[src/rtl/uart_rx_fifo.sv]
// Oversampling UART receiver with majority-vote sampling and a first-word-fall-through receive FIFO.
// Optional break detection is enabled by defining UART_RX_BREAK_DETECT_EN.
module uart_rx_fifo #(
    parameter int MAX_DATA   = 9,
    parameter int OSR        = 16,
    parameter int DIV_W      = 16,
    parameter int FIFO_DEPTH = 16
) (
    input  logic                          clk,
    input  logic                          rst,
    input  logic                          rx,
    input  logic [DIV_W-1:0]              baud_div,
    input  logic [3:0]                    data_size,
    input  logic                          parity_en,
    input  logic [1:0]                    parity_mode,
    input  logic                          stop_bit_size,
    input  logic                          rd_en,
    output logic [MAX_DATA-1:0]           rd_data,
    output logic                          rd_err_parity,
    output logic                          rd_err_frame,
    output logic                          empty,
    output logic                          full,
    output logic [$clog2(FIFO_DEPTH):0]   level,
    output logic                          overflow,
    input  logic                          clr_overflow,
`ifdef UART_RX_BREAK_DETECT_EN
    output logic                          break_det,
`endif
    output logic                          busy
);
    localparam int TW = $clog2(OSR);
    localparam int AW = $clog2(FIFO_DEPTH);
    localparam int LW = AW + 1;
    localparam int EW = MAX_DATA + 2;

    typedef enum logic [2:0] {S_IDLE, S_START, S_DATA, S_PARITY, S_STOP, S_WAIT} state_t;

    function automatic logic maj3(input logic a, input logic b, input logic c);
        return (a & b) | (a & c) | (b & c);
    endfunction

    function automatic logic [3:0] eff_size(input logic [3:0] ds);
        if (ds < 4'd5 || ds > 4'(MAX_DATA)) return 4'(MAX_DATA);
        return ds;
    endfunction

    function automatic logic par_expected(input logic [1:0] mode, input logic [MAX_DATA-1:0] d);
        return mode[0] ^ (mode[1] & (^d));
    endfunction

    state_t             r_state, w_state_nxt;
    logic               r_rx_meta, r_rx_s, r_rx_d;
    logic [DIV_W-1:0]   r_baud, r_div_cnt;
    logic [3:0]         r_size, r_bit_cnt;
    logic               r_par_en, r_stop2, r_stop_cnt;
    logic [1:0]         r_par_mode;
    logic [TW-1:0]      r_t;
    logic               r_s0, r_s1;
    logic [MAX_DATA-1:0] r_data;
    logic               r_par_err, r_frm_err;
    logic               r_push;
    logic [EW-1:0]      r_push_ent;
    logic [EW-1:0]      r_mem [FIFO_DEPTH];
    logic [AW-1:0]      r_wptr, r_rptr;
    logic [LW-1:0]      r_count;
    logic               r_overflow;
    logic               w_start, w_tick, w_dec, w_end, w_bit, w_frm_now, w_finish, w_push;
    logic               w_brk_now, w_rd, w_wr, w_drop;
    logic [EW-1:0]      w_head;

    always_ff @(posedge clk) begin
        if (rst) begin
            r_rx_meta <= 1'b1;
            r_rx_s    <= 1'b1;
            r_rx_d    <= 1'b1;
        end else begin
            r_rx_meta <= rx;
            r_rx_s    <= r_rx_meta;
            r_rx_d    <= r_rx_s;
        end
    end

    assign w_start = (r_state == S_IDLE) && r_rx_d && !r_rx_s;

    always_ff @(posedge clk) begin
        if (w_start) begin
            r_baud     <= baud_div;
            r_size     <= eff_size(data_size);
            r_par_en   <= parity_en;
            r_par_mode <= parity_mode;
            r_stop2    <= stop_bit_size;
        end
    end

    // Tick phase restarts at every start edge so bit centres track the falling edge.
    assign w_tick = (r_state != S_IDLE) && (r_div_cnt == r_baud);
    assign w_dec  = w_tick && (r_t == TW'(OSR/2 + 1));
    assign w_end  = w_tick && (r_t == TW'(OSR - 1));
    assign w_bit  = maj3(r_s0, r_s1, r_rx_s);

    always_ff @(posedge clk) begin
        if (rst || r_state == S_IDLE) begin
            r_div_cnt <= '0;
            r_t       <= '0;
        end else if (w_tick) begin
            r_div_cnt <= '0;
            r_t       <= (r_t == TW'(OSR - 1)) ? '0 : r_t + 1'b1;
        end else begin
            r_div_cnt <= r_div_cnt + 1'b1;
        end
    end

    always_ff @(posedge clk) begin
        if (w_tick && r_t == TW'(OSR/2 - 1)) r_s0 <= r_rx_s;
        if (w_tick && r_t == TW'(OSR/2))     r_s1 <= r_rx_s;
    end

    always_ff @(posedge clk) begin
        if (w_start) begin
            r_data     <= '0;
            r_bit_cnt  <= '0;
            r_par_err  <= 1'b0;
            r_frm_err  <= 1'b0;
            r_stop_cnt <= 1'b0;
        end else begin
            case (r_state)
                S_DATA: begin
                    if (w_dec) r_data <= r_data | (MAX_DATA'(w_bit) << r_bit_cnt);
                    if (w_end) r_bit_cnt <= r_bit_cnt + 1'b1;
                end
                S_PARITY: if (w_dec) r_par_err <= w_bit ^ par_expected(r_par_mode, r_data);
                S_STOP: begin
                    if (w_dec && !w_bit) r_frm_err <= 1'b1;
                    if (w_end) r_stop_cnt <= 1'b1;
                end
                default: ;
            endcase
        end
    end

    assign w_frm_now = r_frm_err | ((r_state == S_STOP) & w_dec & ~w_bit);

    always_comb begin
        w_state_nxt = r_state;
        w_finish    = 1'b0;
        case (r_state)
            S_IDLE:   if (w_start) w_state_nxt = S_START;
            S_START: begin
                if (w_dec && w_bit)  w_state_nxt = S_IDLE;
                else if (w_end)      w_state_nxt = S_DATA;
            end
            S_DATA:   if (w_end && r_bit_cnt == r_size - 4'd1) w_state_nxt = r_par_en ? S_PARITY : S_STOP;
            S_PARITY: if (w_end) w_state_nxt = S_STOP;
            // Finishing at mid stop bit leaves half a bit of margin for the next start edge.
            S_STOP: begin
                if (w_dec && r_stop_cnt == r_stop2) begin
                    if (w_frm_now && !r_rx_s) begin
                        w_state_nxt = S_WAIT;
                    end else begin
                        w_state_nxt = S_IDLE;
                        w_finish    = 1'b1;
                    end
                end
            end
            S_WAIT: begin
                if (r_rx_s) begin
                    w_state_nxt = S_IDLE;
                    w_finish    = 1'b1;
                end
            end
            default:  w_state_nxt = S_IDLE;
        endcase
    end

    always_ff @(posedge clk) begin
        if (rst) r_state <= S_IDLE;
        else     r_state <= w_state_nxt;
    end

`ifdef UART_RX_BREAK_DETECT_EN
    logic r_brk, r_brk_det;

    always_ff @(posedge clk) begin
        if (w_start) r_brk <= 1'b1;
        else if (w_dec && w_bit && (r_state == S_DATA || r_state == S_PARITY ||
                 (r_state == S_STOP && !r_stop_cnt))) r_brk <= 1'b0;
    end

    assign w_brk_now = r_brk & ~((r_state == S_STOP) & w_dec & ~r_stop_cnt & w_bit);

    always_ff @(posedge clk) begin
        if (rst) r_brk_det <= 1'b0;
        else     r_brk_det <= w_finish & w_brk_now;
    end

    assign break_det = r_brk_det;
`else
    assign w_brk_now = 1'b0;
`endif

    assign w_push = w_finish & ~w_brk_now;

    always_ff @(posedge clk) begin
        if (rst) r_push <= 1'b0;
        else     r_push <= w_push;
        r_push_ent <= {w_frm_now, r_par_err, r_data};
    end

    // A push into a full FIFO still lands when the head is popped in the same cycle.
    assign w_rd   = rd_en & ~empty;
    assign w_wr   = r_push & (~full | w_rd);
    assign w_drop = r_push & full & ~w_rd;

    always_ff @(posedge clk) begin
        if (w_wr) r_mem[r_wptr] <= r_push_ent;
    end

    always_ff @(posedge clk) begin
        if (rst) begin
            r_wptr     <= '0;
            r_rptr     <= '0;
            r_count    <= '0;
            r_overflow <= 1'b0;
        end else begin
            if (w_wr) r_wptr <= r_wptr + 1'b1;
            if (w_rd) r_rptr <= r_rptr + 1'b1;
            case ({w_wr, w_rd})
                2'b10:   r_count <= r_count + 1'b1;
                2'b01:   r_count <= r_count - 1'b1;
                default: r_count <= r_count;
            endcase
            if (w_drop)            r_overflow <= 1'b1;
            else if (clr_overflow) r_overflow <= 1'b0;
        end
    end

    assign w_head        = r_mem[r_rptr];
    assign empty         = (r_count == '0);
    assign full          = (r_count == LW'(FIFO_DEPTH));
    assign level         = r_count;
    assign overflow      = r_overflow;
    assign rd_data       = empty ? '0 : w_head[MAX_DATA-1:0];
    assign rd_err_parity = ~empty & w_head[MAX_DATA];
    assign rd_err_frame  = ~empty & w_head[MAX_DATA+1];
    assign busy          = (r_state != S_IDLE);

endmodule

[config.mk]
export PLATFORM = sky130hd
export DESIGN_NAME = uart_rx_fifo
export DESIGN_NICKNAME = d
export VERILOG_FILES = /design/src/rtl/uart_rx_fifo.sv
export SDC_FILE = /design/constraint.sdc
export NUM_CORES = 1
export LEC_CHECK = 0
export CAP_MARGIN = 20
export CORE_MARGIN = 2
export CORE_UTILIZATION = 45
export DETAILED_ROUTE_END_ITERATION = 6
export PLACE_DENSITY = 0.74
export SLEW_MARGIN = 10
export SYNTH_ARGS = -nofsm -noshare
export SYNTH_HDL_FRONTEND = slang
export SYNTH_SLANG_ARGS = --single-unit
[constraint.sdc]
create_clock -name clk -period 8 [get_ports clk]
set_clock_uncertainty 0.2 [all_clocks]
set_input_delay 1.6 -clock clk [delete_from_list [all_inputs] [get_ports clk]]
set_output_delay 1.6 -clock clk [all_outputs]
set_load 0.02 [all_outputs]
# After elaboration in Yosys (flattened, before gate mapping)
# Memory sizes are Yosys's and may differ from the RTL's. A register that Yosys moved wholly into a read port is not among the register bits.
# Cells that the tools add are included.
# word_totals
in_bits	29
ramBits	176
reg_bits	94
wordCells	136
n_memories	1
# memory_table
memory	words	word_bits	read_ports	rd_ports_with_merged_regs	wr	line_no	source
r_mem	16	11	1	1	1	63	logic [EW-1:0] r_mem [FIFO_DEPTH];
# classes
reduce_logical	29
mux	27
n_shift	1
n_addsub	8
bitwise_logic	23
eq_ne	21
n_lt_le_gt_ge	2
# op_table
op	n
$mux W3	9
$mux W4	5
$pmux W3 S6	1
$add A16 B1 Y16 const B	1
$add A4 B1 Y4 const B	4
$eq A16 B16 Y1	1
$and A1 B1 Y1	12
$eq A4 B4 Y1 const B	3
$logic_and A1 B1 Y1	12
$pmux W5 S2	1
$reduce_and A2 Y1	5
$mux W1	9
$mux W9	1
$or A9 B9 Y9	1
$reduce_xor A9 Y1	1
$shl A1 B4 Y9	1
$ne A2 B2 Y1 const B	4
$eq A3 B2 Y1 const B	2
$eq A3 B3 Y1 const B	2
$reduce_and A6 Y1	1
$add A5 B1 Y5 const B	1
$eq A5 B5 Y1 const B	1
$logic_not A5 Y1	1
$sub A5 B1 Y5 const B	1
21 further kinds	31

# Longest topological paths before layout
# Gate-level depths: netlist of run 1.
# logic_depth
word_depth	10
depth_mapped	12

# Worst setup path after synthesis of run 1
# Ideal clock, no wire load.
# synth_path
kind	reg-to-output
from	reg (tool-made name)
to	out rd_err_parity
arrival_ps	1904
n_path_buf	2
stages_incl_launch_ff	6
path_slack_ps	4296
cell_sequence	dfxtp_1 -> clkbuf_1 -> buf_1 -> mux4_2 -> mux4_2 -> and2_1
# synth_rtl
item	line_no	source
end, declared	19	output logic rd_err_parity,

==> impl_metrics.json, run 1 <==
{
  "ioPinCount": 49,
  "grt-ovfl-total": 0,
  "num_vias": 6013,
  "htreeDepth": 1,
  "clkLatencyLatePin_ps": 550,
  "post-cts-setup-buffers": 0,
  "clk_path_buf_depth": 3,
  "synth_edf_count": 202,
  "netlist_top_cells_area": "edfxtp_1 (54%), dfxtp_1 (13%), mux4_2 (11%), xnor2_1 (2.8%), nor2_1 (2.4%)",
  "antenna_left": 0,
  "first_global_vias": 5879,
  "drive_gt1_share_pct": 17.8,
  "synth_fp_nets": 752,
  "tns_ps": 0,
  "multi_input_comb_area_um2": 3410,
  "asyncSetResetFlopFracSynth_pct": 0,
  "fmax_mhz": 185,
  "required_ps": 6200,
  "placedInstanceArea_um2": 12000,
  "drcViolationCount": 0,
  "die_x_um": 161,
  "grt_pass1_wl_um": 33300,
  "synth.distinct_cells": 65,
  "num_rows": 57,
  "combPwrFrac_pct": 7.3,
  "yosysTopAreaCell": "edfxtp_1",
  "initial_core_util_pct": 45.9,
  "layout.nets": 816,
  "fillers": 1955,
  "setup_ws_ps": 2600,
  "fp.coreArea_um2": 24300,
  "p_seq_share_pct": 50.7,
  "rsz0062_at_grt": "no",
  "slew_violations": 0,
  "n_antenna_cell": 0,
  "p_leak_nw": 4.65,
  "drt_iter0_markers": 470,
  "max-cap-violations": 0,
  "vias_per_cell": 5.38,
  "maxSlewHeadroom_pct": 36.9,
  "cts_hold_buf": 0,
  "syn_inst": 708,
  "clk_pin_slew_ps": 60,
  "p_sw_mw": 0.670,
  "cts.sinks": 274,
  "crit_fanout": 34,
  "setup-violations-final": 0,
  "wire_per_inst_um": 19.2,
  "finish.instance_area_um2": 13000,
  "intPower_mw": 2.38,
  "drt_wl_total_um": 21500,
  "cts_buffers": 28,
  "post-place-ws_ps": 3100,
  "first_pass_iters": 5,
  "grt_max_degree": 45,
  "status": "finished clean",
  "final_cell_mix": "edfxtp_1 (202), dfxtp_1 (70), nor2_1 (69)",
  "hold_viol": 0,
  "yosysWarnings": 0,
  "gp_congestion": 0.779,
  "swShare_pct": 22.0,
  "period_minus_slack_ps": 5400,
  "mostFrequentLayoutCell": "edfxtp_1",
  "antenna_found_initial": 0,
  "fp.dieArea_um2": 26100,
  "syn-cell-area_um2": 11200,
  "ff_latch_area_um2": 7510,
  "ys_ff_latch": 274,
  "track_usage_pct": 16.6,
  "ir_worst_vdd_v": 0.000161,
  "end_kind": "primary output",
  "synth_ff_type": "edfxtp_1",
  "dieHeight_um": 161,
  "cp-start-kind": "flip-flop",
  "syn_avg_cell_area_um2": 15.8,
  "power_frac_clock_pct": 42.0,
  "dpl.hpwl_um": 13300,
  "areaGrowthSynthToFinish_pct": 16.2,
  "fin_crit_sh_pct": 67.5,
  "worst_slew_pin_slew_ps": 946,
  "arrival_ps": 3600,
  "io_buffer_count": 48,
  "crit_type": "reg -> out",
  "clock-root-buffer": "clkbuf_16",
  "holdCritPathClass": "reg -> reg",
  "power_per_cell_area_nw_per_um2": 235,
  "synth_top_area_share_pct": 54.4,
  "post_cts_resized": 0,
  "cts_tree": "yes",
  "yosysSeqAreaShare_pct": 67.3
}
[worst max-delay path: stages, from the launching register on]
cell and delay [ps]:
dfxtp_2 570, buf_4 620, mux4_2 600, mux4_2 520, and2_1 180, clkdlybuf4s50_1 530
[state kept, by name, summed over array words and instances, names as in the netlist, 2 cells and up, named ones only]
register	cells
r_data	9
r_bit_cnt	4
r_baud	16
r_t	4
r_rptr	4
r_state	3
r_div_cnt	16
level	5
r_par_mode	2
r_size	4
r_mem	176
r_push_ent	11
r_wptr	4
[stage by stage]
| stage | hold slack, ps | std cells | power, mW | util, % |
|---|---|---|---|---|
| floorplan | 130 | 708 | 1.74 | - |
| CTS | 174 | 1117 | 3.08 | 53.2 |
| finish | 167 | 1118 | 3.05 | 53.3 |
| detailed placement | 155 | 1065 | 1.80 | 49.4 |
| global placement | 149 | 1061 | 1.80 | 49.3 |
| global route | 185 | 1118 | 3.15 | 53.3 |
[kinds of logic (layout without fill, tap and decap cells)]
family | Yosys count | after routing | share of synthesized area (%)
compound gates | 48 | 48 | 2.93
mux | 60 | 60 | 11.6
simple gates | 199 | 199 | 9.43
fa+ha+maj | 16 | 16 | 1.84
xor+xnor | 58 | 58 | 4.68
flops | 274 | 274 | 67.3
buf+inv | 53 | 139 | 2.27
[power groups by stage]
| stage | sequential, mW | combinational [mW] | clock, mW |
|---|---|---|---|
| global placement | 1.58 | 0.219 | 0 |
| CTS | 1.55 | 0.225 | 1.31 |
| global route | 1.55 | 0.247 | 1.36 |
| finish | 1.54 | 0.223 | 1.28 |
| detailed placement | 1.58 | 0.225 | 0 |
| floorplan | 1.56 | 0.176 | 0 |
[area by class of cell]
| cell class | count | area share [%] |
|---|---|---|
| Clock buffer | 42 | 6.12 |
| Clock inverter | 10 | 1.00 |
| Inverter | 23 | 0.666 |
| Multi-Input combinational cell | 381 | 26.3 |
| Sequential cell | 274 | 57.9 |
| Tap cell | 324 | 3.13 |
| Timing Repair Buffer | 64 | 4.82 |
[cell usage after synthesis, types with 2 or more instances]
master,count
edfxtp_1,202
dfxtp_1,72
nor2_1,72
mux4_2,55
xnor2_1,36
nand2_1,28
inv_1,23
xor2_1,21
nand3_1,17
a21oi_1,16
and2_1,14
clkbuf_1,14
ha_1,14
nand4_1,12
o21ai_0,11
nor3_1,8
and3_1,6
buf_4,6
nand2b_1,6
nor2b_1,6
buf_1,5
a31oi_1,4
buf_6,4
mux2i_1,4
or2_2,4
nand3b_1,3
a21o_1,2
nor3_2,2
nor3_4,2
nor3b_1,2
nor4_2,2
or2b_1,2
[path summary, 6_finish.rpt]
| path | start | end | slack [ps] | cells past startpoint |
|---|---|---|---|---|
| min | r_par_err$_SDFFE_PP0P_ | r_push_ent[9]$_DFF_P_ | 170 | 0 |
| max reg2reg | level[1]$_SDFFE_PP0P_ | level[4]$_SDFFE_PP0P_ | 5030 | 12 |
| max | flip-flop | rd_data[8] | 2600 | 5 |
| min reg2reg | r_par_err$_SDFFE_PP0P_ | r_push_ent[9]$_DFF_P_ | 170 | 0 |
[routing by layer]
metal	vias to the layer above	track usage [%]	share of wire [%]
li1	2777	-	-
met1	3018	22.3	43
met2	179	28.3	50
met3	39	3.06	5.4
met4	0	4.22	2.1
met5	-	0	0
(Power assumes the default switching activity.)
==> run 2: changes to the inputs <==
Settings changed: PLACE_DENSITY 0.74 to 0.77.
Clock period 8 ns to 4.55 ns, I/O delays scaled along.
==> impl_metrics.json, run 2 (synthesis results as in run 1) <==
{
  "htreeDepth": 1,
  "drive_gt1_share_pct": 17.8,
  "fin_crit_sh_pct": 95.6,
  "cp-start-kind": "flip-flop",
  "clk_pin_slew_ps": 60,
  "clkLatencyLatePin_ps": 550,
  "period_minus_slack_ps": 4350,
  "path_cells": "buf_12, mux4_2, mux4_2, and2_1, clkdlybuf4s50_1",
  "max_flop_register": "r_mem",
  "n_antenna_cell": 0,
  "route.met3.wl_um": 1200,
  "min_to": "r_push_ent[9]$_DFF_P_",
  "clock-root-buffer": "clkbuf_16",
  "grt_pass1_wl_um": 33500,
  "final_cell_mix": "edfxtp_1 (202), nor2_1 (72), dfxtp_1 (70)",
  "track_usage_pct": 16.7,
  "antenna_found_initial": 0,
  "vias_per_cell": 5.38,
  "min_from": "r_par_err$_SDFFE_PP0P_",
  "whs_path_depth": 0,
  "num_vias": 6041,
  "end_kind": "primary output",
  "areaGrowthSynthToFinish_pct": 16.1,
  "ff_latch_area_um2": 7510,
  "cts_buffers": 27,
  "crit_fanout": 20,
  "layout.nets": 821,
  "grt_max_degree": 45,
  "cts.sinks": 274,
  "power_frac_clock_pct": 40.7,
  "fp.dieArea_um2": 26100,
  "routed.top_layer": "met4",
  "io_buffer_count": 48,
  "multi_input_comb_area_um2": 3410,
  "rr_startpoint": "level[0]$_SDFFE_PP0P_",
  "post-cts-setup-buffers": 0,
  "fp.coreArea_um2": 24300,
  "first_global_vias": 6030,
  "die_x_um": 161,
  "p_sw_mw": 1.17,
  "power_per_cell_area_nw_per_um2": 408,
  "swShare_pct": 22.2,
  "slew_violations": 0,
  "gp_congestion": 0.853,
  "placedInstanceArea_um2": 12100,
  "p_leak_nw": 4.65,
  "clk_path_buf_depth": 3,
  "setup-violations-final": 0,
  "wire_per_inst_um": 19.2,
  "mostFrequentLayoutCell": "edfxtp_1",
  "holdCritPathClass": "reg -> reg",
  "drt_wl_total_um": 21500,
  "initial_core_util_pct": 45.9,
  "arrival_ps": 3240,
  "dr_wl_met2_um": 11000,
  "reg.largest.list": "r_mem: 176 flops, r_baud: 16 flops, r_div_cnt: 16 flops",
  "wl_met1_um": 8790,
  "crit_type": "reg -> out",
  "first_pass_iters": 5,
  "fmax_mhz": 230,
  "ir_worst_vdd_v": 0.000336,
  "num_rows": 57,
  "cts_tree": "yes",
  "ioPinCount": 49,
  "p_seq_share_pct": 51.5,
  "grt-ovfl-total": 0,
  "dpl.hpwl_um": 13500,
  "crit_top_cell": "mux4_2",
  "fillers": 1951,
  "max-cap-violations": 0,
  "drcViolationCount": 0,
  "r2r_slack_ps": 1590,
  "tns_ps": 0,
  "reg2reg_depth": 10,
  "maxSlewHeadroom_pct": 53.1,
  "worst_slew_pin_slew_ps": 703,
  "post_cts_resized": 0,
  "rsz0062_at_grt": "no",
  "required_ps": 3440,
  "hold_viol": 0,
  "finish.instance_area_um2": 13000,
  "intPower_mw": 4.11,
  "r2r_end": "level[4]$_SDFFE_PP0P_",
  "combPwrFrac_pct": 7.8,
  "status": "finished clean",
  "dieHeight_um": 161,
  "largest_register_ff_count": 176,
  "drt_iter0_markers": 583,
  "cpPeakStageDelay_ps": 660,
  "antenna_left": 0,
  "cts_hold_buf": 0,
  "crit_slowest_cell": "dfxtp_2"
}
run 2: layer usage:
metal  vias up  global-route usage (%)
met4         0                    4.67
met3        50                    3.13
li1       2790                       -
met5         -                       0
met2       209                    29.7
met1      2992                    21.0
run 2: area by class of cell:
type                            instances  area share (%)
Multi-Input combinational cell        381            26.3
Clock inverter                         15            1.15
Timing Repair Buffer                   70            5.27
Tap cell                              324            3.13
Sequential cell                       274            58.0
Inverter                               23           0.666
Clock buffer                           35            5.52
run 2: critical path, delay by kind of cell (launching register included):
kind          cells  cell delay (ps)
mux               2             1030
buf+inv           2              810
flops             1              660
simple gates      1              170
run 2: power groups by stage:
stage	Clock (mW)	Sequential [mW]	Combinational [mW]
6_report	2.15	2.72	0.413
5_1_grt	2.29	2.73	0.454
4_1_cts	2.19	2.72	0.420
3_5_place_dp	0	2.78	0.420
3_3_place_gp	0	2.77	0.412
2_1_floorplan	0	2.75	0.309
run 2: worst max-delay path by stage:
| stage | startpoint | endpoint |
|---|---|---|
| floorplan | flip-flop | rd_err_parity |
| global placement | flip-flop | rd_data[2] |
| finish | flip-flop | rd_data[2] |
| detailed placement | rd_en | level[4]$_SDFFE_PP0P_ |
| CTS | flip-flop | rd_err_parity |
| global route | flip-flop | rd_err_parity |
run 2: stage by stage:
stage	total power, mW	util [%]	cells	setup slack, ps	hold slack, ps
2_1_floorplan	3.06	-	708	1540	130
3_3_place_gp	3.19	49.7	1072	791	143
3_5_place_dp	3.20	49.7	1072	741	136
4_1_cts	5.33	53.3	1122	142	153
5_1_grt	5.47	53.3	1122	43.5	160
6_report	5.28	53.3	1122	200	152
